[config.mk]
export PLATFORM = sky130hd
export DESIGN_NAME = int_arbiter_flat
export DESIGN_NICKNAME = d
export VERILOG_FILES = /design/src/rtl/int_arbiter_if.sv /design/src/rtl/int_arbiter.sv /design/src/flat_wrapper.sv
export SDC_FILE = /design/constraint.sdc
export NUM_CORES = 1
export LEC_CHECK = 0
export ABC_AREA = 1
export ABC_CLOCK_PERIOD_IN_PS = 3190
export CAP_MARGIN = 40
export CORE_UTILIZATION = 25
export CTS_BUF_LIST = sky130_fd_sc_hd__clkbuf_8
export CTS_CLUSTER_SIZE = 14
export DETAILED_ROUTE_END_ITERATION = 10
export PLACE_DENSITY = 0.6
export SLEW_MARGIN = 5
export SYNTH_ARGS = -nofsm -noshare
export SYNTH_HDL_FRONTEND = slang
export SYNTH_SLANG_ARGS = --single-unit
[constraint.sdc]
create_clock -name clk -period 3.19 [get_ports clk]
set_clock_uncertainty 0.05 [all_clocks]
set_input_delay 0.638 -clock clk [delete_from_list [all_inputs] [get_ports clk]]
set_output_delay 0.638 -clock clk [all_outputs]
set_load 0.02 [all_outputs]
[src/rtl/int_arbiter_if.sv]
// int_arbiter_if: register-window bus between the system bridge and the interrupt arbiter.
interface int_arbiter_if;
    logic [31:0] addr;
    logic        we;
    logic [31:0] wdata;
    logic [31:0] rdata;
    modport master (output addr, we, wdata, input rdata);
    modport slave (input addr, we, wdata, output rdata);
endinterface

[src/rtl/int_arbiter.sv]
// int_arbiter: latches IRQ sources as pending bits, masks them and raises one fixed-priority request to CP0.
// Define INT_ARB_EDGE_EN for rising-edge source capture; the default build captures levels.
module int_arbiter #(
    parameter int          N_SRC     = 6,
    parameter logic [31:0] BASE_ADDR = 32'h0000_7F40
) (
    input  logic             clk,
    input  logic             reset,
    input  logic [N_SRC-1:0] src_i,
    int_arbiter_if.slave     bus,
    input  logic             int_taken,
    input  logic             eret,
    output logic [N_SRC-1:0] hw_int,
    output logic             irq
);
    typedef enum logic [1:0] {IDLE = 2'd0, REQ = 2'd1, SERV = 2'd2} state_e;
    state_e           state_q, state_d;
    logic [N_SRC-1:0] src_q, pend_q, pend_d, mask_q, mask_d;
    logic [N_SRC-1:0] set, ack, req, cur_oh;
    logic [3:0]       cur_q, cur_d, win;
    logic [29:0]      word;
    logic             hit, unused_bits;

    // Window offset in words; wraps for addresses below the base so one compare covers both sides.
    assign word        = bus.addr[31:2] - BASE_ADDR[31:2];
    assign hit         = word < 30'd4;
    assign unused_bits = ^{bus.addr[1:0], bus.wdata};
    assign ack         = (bus.we && hit && word[1:0] == 2'd2) ? bus.wdata[N_SRC-1:0] : '0;
    assign mask_d      = (bus.we && hit && word[1:0] == 2'd1) ? bus.wdata[N_SRC-1:0] : mask_q;
`ifdef INT_ARB_EDGE_EN
    assign set = src_i & ~src_q;
`else
    assign set = src_q;
`endif
    assign pend_d = (pend_q & ~ack) | set;
    assign req    = pend_q & mask_q;
    assign cur_oh = N_SRC'(1) << cur_q;

    always_comb begin
        win = '0;
        for (int i = N_SRC - 1; i >= 0; i--)
            if (req[i]) win = 4'(i);
    end

    assign bus.rdata = !hit              ? 32'd0 :
                       word[1:0] == 2'd0 ? 32'(pend_q) :
                       word[1:0] == 2'd1 ? 32'(mask_q) :
                       word[1:0] == 2'd3 ? {22'd0, state_q, 4'd0, cur_q} : 32'd0;

    always_ff @(posedge clk or posedge reset) begin
        if (reset) begin
            src_q  <= '0;
            pend_q <= '0;
            mask_q <= '0;
            cur_q  <= '0;
        end else begin
            src_q  <= src_i;
            pend_q <= pend_d;
            mask_q <= mask_d;
            cur_q  <= cur_d;
        end
    end

    always_ff @(posedge clk or posedge reset) begin
        if (reset) state_q <= IDLE;
        else state_q <= state_d;
    end

    // The winner is frozen at IDLE->REQ; a REQ is withdrawn when its bit is no longer pending and enabled.
    always_comb begin
        state_d = state_q;
        cur_d   = cur_q;
        case (state_q)
            IDLE: if (|req) begin
                state_d = REQ;
                cur_d   = win;
            end
            REQ: state_d = int_taken ? SERV : (|(pend_d & mask_d & cur_oh)) ? REQ : IDLE;
            SERV: state_d = (|(ack & cur_oh) || eret) ? IDLE : SERV;
            default: state_d = IDLE;
        endcase
    end

    always_comb begin
        irq    = state_q == REQ;
        hw_int = irq ? cur_oh : '0;
    end
endmodule

[src/flat_wrapper.sv]
// flat-port wrapper written by rule: the top's interface ports become plain ports
module int_arbiter_flat 
#(
    parameter int          N_SRC     = 6,
    parameter logic [31:0] BASE_ADDR = 32'h0000_7F40
)
  (clk, reset, src_i, int_taken, eret, hw_int, irq, bus_addr, bus_we, bus_wdata, bus_rdata);
  int_arbiter_if bus_i ();
  input  logic clk;
  input  logic reset;
  input  logic [N_SRC-1:0] src_i;
  input  logic int_taken;
  input  logic eret;
  output logic [N_SRC-1:0] hw_int;
  output logic irq;
  input wire logic [$bits(bus_i.addr)-1:0] bus_addr;
  input wire logic [$bits(bus_i.we)-1:0] bus_we;
  input wire logic [$bits(bus_i.wdata)-1:0] bus_wdata;
  output wire logic [$bits(bus_i.rdata)-1:0] bus_rdata;
  assign bus_i.addr = bus_addr;
  assign bus_i.we = bus_we;
  assign bus_i.wdata = bus_wdata;
  assign bus_rdata = bus_i.rdata;
  int_arbiter #(.N_SRC(N_SRC), .BASE_ADDR(BASE_ADDR)) u_core (.clk(clk), .reset(reset), .src_i(src_i), .bus(bus_i), .int_taken(int_taken), .eret(eret), .hw_int(hw_int), .irq(irq));
endmodule
==> results.toml <==
[grt]
grt_pass1_vias = 2253
grt-ovfl-total = 0
grt_max_degree = 14
grt_pass1_wl_um = 10400
antenna_found_initial = 0
grt.total_usage = 0.147

[cts]
numCtsBuffers = 3
clockBufferDepth = 2
cts.sinks = 23
root_buffer = "clkbuf_8"
clock_latency_ns = 0.27
cts_hold_buf = 0
ctsHtreeMaxLevel = 1
clkTransAtPathRegs_ns = 0.08
tritoncts = "done"

[synth]
synth_most_common_cell = "nand2_1"
synth_top_area_frac = 0.267
synthesis.area_um2 = 2160
avgSynthCellArea_um2 = 6.19
synth_common_cells = "nand2_1 (99), inv_1 (59), nor2_1 (44)"
yosys_warnings = 0
synth_flop_cell = "dfrtp_1"
synth-edff-count = 0
ys_seq_area_frac = 0.267
ys_seq_elements = 23
async_flop_share = 1.00
synthCells = 348
yosysTopAreaCell = "dfrtp_1"
synth_cell_types = 29
ys_top_cells_by_area = "dfrtp_1 (27%), nand2_1 (17%), inv_1 (10%)"

[critical_path]
path_cells = "buf_6 > nand2_4 > nor2_4 > buf_6 > nand2_1 > nand2_1 > nand2_1 > nor2_2 > nand3_2 > inv_2 > nand3_2 > nor2_4 > clkinvlp_4 > buf_6 > nor3_4 > buf_6"
crit_type = "input pin to output pin"
cpPeakStageDelay_ns = 0.22
r2r_slack_ns = 1.73
cp_top_family = "simple AND/OR/NAND/NOR gates"
cpMostUsedCell = "buf_6"
path_max_fanout = 5
required_ns = 2.50
crit_buf_inv = 6
worstPathArrival_ns = 2.42
end_kind = "output pin"
setup.worst_path.start_class = "input pin"
cp_slowest_cell = "nor2_4"

[sta]
worst_slack_ns = 0.0865
fin_crit_ns = 3.10
grt_setup_unrepaired = "true"
drv_slew = 0
post-route-period-util = 0.973
max_freq_mhz = 322
setup_violations = 0
hold_viol = 0
slew_headroom = 0.639
tightest_slew_ns = 0.539
tns_ns = 0
hold_slack_ns = 0.399

[floorplan]
ios = 114
initial_core_util = 0.260
die_h_um = 94.9
placementRows = 33
core_area_um2 = 8300
die_area_um2 = 9000
die_width_um = 94.9

[power]
p_leak_uw = 0.00166
max-vdd-ir-drop_uv = 191
pwr_density_cell_nw_per_um2 = 283

[route]
detail_route.wirelength_um = 6600
drt_pass1_iterations = 4
postRouteAntennaNets = 0
via_count = 2471
post_drt_wl_per_cell_um = 11.8
vias_per_cell = 4.41
drc_errors = 0
drtIter0Drc = 91

[layout]
n_antenna_cell = 0
final_nets = 531
stdcell_count = 560
drive_above_1_share = 0.325
syn2layout_area_growth_pct = 54.1

[placed_design]
portBuffers = 61
place.gp.congestion = 0.945
dp_hpwl_um = 5130
place_inst = 543
place_ws_ns = -0.821

[min_path]
hold_path.class = "flip-flop to flip-flop"

[run_status]
run_status = "completed"

[job]
cap_violations = 0
[cells in the final DEF, fill, tap and decap left out, drive strengths merged, types with 9 or more instances in the layout]
master         Yosys  routed
nand3             23      24
dfrtp             23      23
conb               1      24
buf               27      63
a21oi              9       9
clkdlybuf4s50      0      26
nand2            106     106
nor3              10      10
inv               60      60
clkbuf             3      19
nor2              51      51
nand4             18      18
[where the power goes]
part           internal [uW]  switching (uW)
clock                   86.1            93.9
combinational            163             258
sequential               314            24.5
[logic make-up after synthesis]
family	count (synthesis)	share of synthesized area
simple gates	211	0.463
buf+inv	90	0.206
compound gates	23	0.0621
flops	23	0.267
other cells	1	0.00174
[through the flow]
| step | total power (uW) | utilization | area, um2 |
|---|---|---|---|
| after detailed placement | 746 | 0.367 | 3040 |
| after floorplan | 584 | - | 2240 |
| after global routing | 1010 | 0.400 | 3320 |
| after CTS | 938 | 0.388 | 3220 |
| after global placement | 742 | 0.365 | 3030 |
| final | 940 | 0.400 | 3320 |
[timing repair]
action,CTS,global route
cloned,1,0
setup buffers,10,3
pin swaps,35,41
endpoints found under the setup margin,8,8
gates resized for setup,123,69
[sequential cells by signal, indices dropped and copies added (netlist names)]
signal and cells:
u_core.state_q 2, u_core.cur_q 3, u_core.pend_q 6, u_core.set 6
u_core.mask_q 6
[cell type report]
cell class                      instances  area [um2]
Clock inverter                          1        3.75
Fill cell                             872        4980
Clock buffer                            3        41.3
Sequential cell                        23         576
Multi-Input combinational cell        259        1450
Inverter                               60         229
Tap cell                              105         131
Timing Repair Buffer                  109         888
[tightest hold or removal path, delay by kind of cell, from the launching register on]
kind	cells	cell delay [ns]
DFF	1	0.33
buffers and inverters	1	0.05
AOI/OAI and AO/OA	1	0.05
[routing by layer]
| layer | GRT usage | part of all wire | wire length (um) |
|---|---|---|---|
| met2 | 0.248 | 0.48 | 3160 |
| met1 | 0.199 | 0.47 | 3090 |
| met5 | 0 | 0 | 0 |
| met4 | 0.0429 | 0.012 | 80 |
| met3 | 0.0145 | 0.039 | 259 |
[worst paths after layout]
check / start / to / cells after the start
hold reg to reg: u_core.set[0]$_DFF_PP0_ / u_core.pend_q[0]$_DFF_PP0_ / 2
min in group asynchronous: reset / u_core.set[0]$_DFF_PP0_ / 2
setup reg to reg: u_core.cur_q[2]$_DFFE_PP0P_ / u_core.state_q[1]$_DFFE_PP0P_ / 7
hold / removal: u_core.set[0]$_DFF_PP0_ / u_core.pend_q[0]$_DFF_PP0_ / 2
setup / recovery: bus_addr[8] / bus_rdata[9] / 16
max in group asynchronous: reset / u_core.pend_q[3]$_DFF_PP0_ / 3
No activity file was read; power rests on OpenSTA's default activity.
